<file path="src/rtl/decode_issue.sv">
// Decode/issue stage: assembles 16/32-bit V850 halfword streams, reads GR and
// drives the executer with registered operands, inserting NOP bubbles as needed.
module decode_issue #(
  parameter logic [9:0] NOP_SEL = 10'b10_0000_0000
) (
  input  logic        clk,
  input  logic        reset,
  input  logic        hw_valid_i,
  input  logic [15:0] hw_i,
  output logic        hw_ready_o,
  input  logic        stall_i,
  output logic [4:0]  gr_raddr1_o,
  output logic [4:0]  gr_raddr2_o,
  input  logic [31:0] gr_rdata1_i,
  input  logic [31:0] gr_rdata2_i,
  output logic [4:0]  destination_o,
  output logic [4:0]  destination2_o,
  output logic [31:0] reg1_o,
  output logic [31:0] reg2_o,
  output logic [31:0] reg3_o,
  output logic        increment_bit_o,
  output logic [9:0]  circuit_sel_o,
  output logic        issue_o,
  output logic        illegal_o
);

  localparam logic [9:0] SEL_ADD = 10'b00_0010_0000;
  localparam logic [9:0] SEL_CMP = 10'd0;
  localparam logic [9:0] SEL_AND = 10'd2;
  localparam logic [9:0] SEL_OR  = 10'd3;

  typedef enum logic [1:0] {FIRST, SECOND, DECODE} state_t;

  state_t      state_q, state_d;
  logic [15:0] hw0_q, hw0_d;
  logic [15:0] imm_q, imm_d;
  logic [4:0]  dest_q, dest_d;
  logic [31:0] reg1_q, reg1_d;
  logic [31:0] reg2_q, reg2_d;
  logic        inc_q, inc_d;
  logic [9:0]  sel_q, sel_d;
  logic        issue_q, issue_d;
  logic        illegal_q, illegal_d;
  logic        sb_valid_q, sb_valid_d;
  logic [4:0]  sb_reg_q, sb_reg_d;

  logic [5:0]  opcode;
  logic [4:0]  f_reg1, f_reg2;
  logic [31:0] op1, op2, sext5, sext16, zext16;
  logic [9:0]  dec_sel;
  logic [31:0] dec_reg1, dec_reg2;
  logic        dec_inc, dec_writes, dec_legal, uses1, uses2, hazard;

  assign opcode = hw0_q[10:5];
  assign f_reg1 = hw0_q[4:0];
  assign f_reg2 = hw0_q[15:11];

  assign gr_raddr1_o = f_reg1;
  assign gr_raddr2_o = f_reg2;

  assign op1    = (f_reg1 == 5'd0) ? 32'd0 : gr_rdata1_i;
  assign op2    = (f_reg2 == 5'd0) ? 32'd0 : gr_rdata2_i;
  assign sext5  = {{27{f_reg1[4]}}, f_reg1};
  assign sext16 = {{16{imm_q[15]}}, imm_q};
  assign zext16 = {16'd0, imm_q};

  always_comb begin
    dec_legal  = 1'b1;
    dec_sel    = SEL_ADD;
    dec_reg1   = op1;
    dec_reg2   = op2;
    dec_inc    = 1'b0;
    dec_writes = 1'b1;
    uses1      = 1'b1;
    uses2      = 1'b1;
    case (opcode)
      6'b001110: ;
      6'b010010: begin dec_reg1 = sext5; uses1 = 1'b0; end
      6'b001101: begin dec_reg1 = ~op1; dec_inc = 1'b1; end
      6'b001111: begin
        dec_sel = SEL_CMP; dec_reg1 = ~op1; dec_inc = 1'b1; dec_writes = 1'b0;
      end
      6'b010011: begin
        dec_sel = SEL_CMP; dec_reg1 = ~sext5; dec_inc = 1'b1; dec_writes = 1'b0;
        uses1 = 1'b0;
      end
      6'b001010: dec_sel = SEL_AND;
      6'b001000: dec_sel = SEL_OR;
      6'b110000: begin dec_reg1 = sext16; dec_reg2 = op1; uses2 = 1'b0; end
      6'b110110: begin
        dec_sel = SEL_AND; dec_reg1 = zext16; dec_reg2 = op1; uses2 = 1'b0;
      end
      default: begin
        dec_legal = 1'b0; dec_writes = 1'b0; uses1 = 1'b0; uses2 = 1'b0;
      end
    endcase
    hazard = sb_valid_q && ((uses1 && (f_reg1 == sb_reg_q)) ||
                            (uses2 && (f_reg2 == sb_reg_q)));
  end

  assign hw_ready_o = (state_q != DECODE);

  // Any gap between issue and the next decode lets write-back finish, so the
  // scoreboard only survives a 16-bit instruction fetched right after an issue.
  always_comb begin
    state_d    = state_q;
    hw0_d      = hw0_q;
    imm_d      = imm_q;
    dest_d     = 5'd0;
    reg1_d     = 32'd0;
    reg2_d     = 32'd0;
    inc_d      = 1'b0;
    sel_d      = NOP_SEL;
    issue_d    = 1'b0;
    illegal_d  = 1'b0;
    sb_valid_d = sb_valid_q;
    sb_reg_d   = sb_reg_q;
    case (state_q)
      FIRST: begin
        if (hw_valid_i) begin
          hw0_d   = hw_i;
          state_d = (hw_i[10:9] == 2'b11) ? SECOND : DECODE;
          if (hw_i[10:9] == 2'b11) sb_valid_d = 1'b0;
        end else begin
          sb_valid_d = 1'b0;
        end
      end
      SECOND: begin
        sb_valid_d = 1'b0;
        if (hw_valid_i) begin
          imm_d   = hw_i;
          state_d = DECODE;
        end
      end
      default: begin
        if (stall_i || (dec_legal && hazard)) begin
          sb_valid_d = 1'b0;
        end else if (!dec_legal) begin
          illegal_d  = 1'b1;
          sb_valid_d = 1'b0;
          state_d    = FIRST;
        end else begin
          dest_d     = f_reg2;
          reg1_d     = dec_reg1;
          reg2_d     = dec_reg2;
          inc_d      = dec_inc;
          sel_d      = dec_sel;
          issue_d    = 1'b1;
          sb_valid_d = dec_writes && (f_reg2 != 5'd0);
          sb_reg_d   = f_reg2;
          state_d    = FIRST;
        end
      end
    endcase
  end

  always_ff @(posedge clk or posedge reset) begin
    if (reset) begin
      state_q    <= FIRST;
      hw0_q      <= 16'd0;
      imm_q      <= 16'd0;
      dest_q     <= 5'd0;
      reg1_q     <= 32'd0;
      reg2_q     <= 32'd0;
      inc_q      <= 1'b0;
      sel_q      <= NOP_SEL;
      issue_q    <= 1'b0;
      illegal_q  <= 1'b0;
      sb_valid_q <= 1'b0;
      sb_reg_q   <= 5'd0;
    end else begin
      state_q    <= state_d;
      hw0_q      <= hw0_d;
      imm_q      <= imm_d;
      dest_q     <= dest_d;
      reg1_q     <= reg1_d;
      reg2_q     <= reg2_d;
      inc_q      <= inc_d;
      sel_q      <= sel_d;
      issue_q    <= issue_d;
      illegal_q  <= illegal_d;
      sb_valid_q <= sb_valid_d;
      sb_reg_q   <= sb_reg_d;
    end
  end

  assign destination_o   = dest_q;
  assign destination2_o  = 5'd0;
  assign reg1_o          = reg1_q;
  assign reg2_o          = reg2_q;
  assign reg3_o          = 32'd0;
  assign increment_bit_o = inc_q;
  assign circuit_sel_o   = sel_q;
  assign issue_o         = issue_q;
  assign illegal_o       = illegal_q;

endmodule

</file>
<file path="config.mk">
export PLATFORM = sky130hd
export DESIGN_NAME = decode_issue
export DESIGN_NICKNAME = d
export VERILOG_FILES = /design/src/rtl/decode_issue.sv
export SDC_FILE = /design/constraint.sdc
export NUM_CORES = 1
export LEC_CHECK = 0
export ABC_AREA = 1
export BUFFER_PORTS_ARGS = -buffer_cell sky130_fd_sc_hd__buf_4
export CORE_AREA = 2 2 113 115
export CTS_CLUSTER_DIAMETER = 100
export DETAILED_ROUTE_END_ITERATION = 8
export DIE_AREA = 0 0 115 117
export GPL_ROUTABILITY_DRIVEN = 0
export GPL_TIMING_DRIVEN = 0
export HOLD_SLACK_MARGIN = 0.15
export PLACE_DENSITY = 0.88
export SLEW_MARGIN = 30
export SYNTH_ARGS = -nofsm -noshare
export SYNTH_HDL_FRONTEND = slang
export SYNTH_SLANG_ARGS = --single-unit
</file>
<file path="constraint.sdc">
create_clock -name clk -period 4.6 [get_ports clk]
set_clock_uncertainty 0.2 [all_clocks]
set_input_delay 0.23 -clock clk [delete_from_list [all_inputs] [get_ports clk]]
set_output_delay 0.23 -clock clk [all_outputs]
set_load 0.02 [all_outputs]
</file>
==> metrics.yaml <==
clockBufferDepth: 2
slew_viol_final: 0
clkTransAtPathRegs_ns: 0.06
grt_setup_unrepaired: "no"
period_share_pct: 65.9
hold_viol_final: 0
drive_gt1_share_pct: 33.0
place.port_buffers: 170
ys_types: 31
synth_area_leaders: "dfrtp_1 (48%), o21ai_0 (11%), nand2_1 (7.1%)"
antennaDiodeCount: 0
cts_tree: "done"
yosysTopAreaCell: "dfrtp_1"
drc: 0
ir_drop_mv: 0.351
synth_top_flop_cell: "dfrtp_1"
crit_path_end_kind: "flip-flop"
final_antenna_net_count: 0
synthArstFlopShare_pct: 100
ctsResizeCount: 0
nNetsFinal: 1135
worstMarginPinSlew_ns: 0.777
clock_latency_ns: 0.43
vias: 6900
setup_viol: 0
reg2reg_from: "hw0_q[14]"
drv_cap: 0
placed_cell_area_mm2: 0.00769
regToRegSetupSlack_ns: 1.57
synth_area_per_cell_um2: 8.40
synth_top_area_share_pct: 47.7
power.leakage_uw: 0.00506
reg2regPathDepth: 8
overflow: 0
status: "completed"
p_per_area_mw_per_mm2: 549
syn_area_mm2: 0.00603
clock.fmax_ghz: 0.330
fillers: 695
seq_area_frac_synth_pct: 48.2
dieArea_mm2: 0.0135
clock-root-buffer: "clkbuf_16"
die_y_um: 117
die-width_um: 115
core_area_mm2: 0.0123
crit_type: "flip-flop to flip-flop"
synthCells: 718
post_cts_buffers: 0
drt_pass1_iterations: 9
dp_hpwl_um: 12700
period_needed_ns: 3.03
drtIter0Drc: 1091
start_kind: "flip-flop"
grt_max_degree: 74
crit_required_ns: 4.71
vias_per_cell: 5.68
grt_pass1_vias: 6729
row_count: 41
yosysWarnings: 0
arrival_ns: 3.14
syn2layout_area_growth_pct: 54.6
hold_class: "input port to asynchronous set/reset pin"
synth.most_common_cell: "o21ai_0"
antenna_found_initial: 0
final_area_mm2: 0.00932
synthTopCellsByCount: "o21ai_0 (128), dfrtp_1 (115), nand2_1 (114), inv_1 (97), buf_4 (54)"
r2r-end: "reg2_o[7]"
finalSetupTns_ns: 0
synth-edff-count: 0
met2WireLength_um: 11000
numCtsBuffers: 17
io_pins: 214
grt_pass1_wl_um: 36500
wirelength_um: 23900
start_util_pct: 49.0
h-tree-depth: 4
drt-met1-wl_um: 8100
max_slew_margin_pct: 47.8
ys_seq_elements: 116
clkSinkCount: 116
grt_usage_pct: 36.3
top_layer: "met4"
met3_wirelength_um: 3060
critPathMaxFanout: 10
wire_per_inst_um: 19.6
cts_hold_buf: 101
## routing by layer
metal,up-vias,GRT usage [%]
met4,0,23.2
met5,-,0
met1,3148,40.2
met2,700,58.5
met3,209,14.4
li1,2843,-
## flip-flops by register name (all words and copies together) (netlist names)
signal,count
circuit_sel_o,4
destination_o,5
hw0_q,16
illegal_o,1
imm_q,16
increment_bit_o,1
issue_o,1
reg1_o,32
reg2_o,32
sb_reg_q,5
sb_valid_q,1
state_q,2
## worst max-delay path by stage
| stage | from | to |
|---|---|---|
| 6_report | hw0_q[14] | reg2_o[7] |
| 5_1_grt | hw0_q[14] | reg2_o[16] |
| 4_1_cts | hw0_q[14] | reg2_o[30] |
| 3_5_place_dp | hw0_q[9] | reg1_o[20] |
| 3_3_place_gp | reset | destination_o[0] |
| 2_1_floorplan | reset | circuit_sel_o[0] |
## logic make-up after synthesis
group,Yosys count,synth area share [%]
AO/OA/AOI/OAI,163,14.5
XOR/XNOR,4,0.581
buffers and inverters,188,16.2
flip-flops,116,48.2
multiplexers,12,2.24
other,1,0.0622
AND/OR/NAND/NOR,234,18.3
## cells in the final DEF, fill, tap and decap left out, types with 8 or more instances in the layout
cell type,n
nor2_2,42
nor2_1,36
dfrtp_1,115
nand4_1,8
buf_4,224
mux2_2,12
a21oi_1,18
clkbuf_1,24
dlygate4sd3_1,101
nand2_1,114
conb_1,43
o21ai_0,128
clkbuf_16,17
inv_1,96
nand3_1,14
a21oi_2,11
## layout make-up
type	count	area (µm²)	share of cell area (%)
flip-flops and latches	116	2900	31.1
repair buffers	272	2310	24.8
multi-input cells	456	2310	24.8
plain buffers	85	586	6.28
clock buffers	19	443	4.75
inverters	103	397	4.25
well taps	150	188	2.01
clock inverters	13	183	1.96
## through the flow
stage	hold slack [ns]	util [%]	cells	worst slack [ns]	power, µW
2_1_floorplan	0.101	-	760	1.10	2720
3_3_place_gp	0.196	62.2	1080	-0.120	3270
3_5_place_dp	0.0352	62.4	1081	2.26	3330
4_1_cts	0.163	75.7	1214	1.82	4880
5_1_grt	0.206	75.7	1214	1.40	5330
6_report	0.179	75.7	1214	1.57	5120
## where the power goes
part           internal (µW)  total, µW  switching (µW)
registers               1270       1480             217
clock network            917       1420             505
logic                    826       2210            1380
total                   3010       5120            2100
## worst max-delay path, stage by stage (launching register included)
cell           delay (ns)
dfrtp_1              0.41
inv_1                0.11
nand3_1              0.08
nor3_1               0.60
clkbuf_1             0.47
o21ai_0              0.20
o21ai_0              0.15
dlygate4sd3_1        0.62
nor2_1               0.08
(Power assumes the default switching activity.)
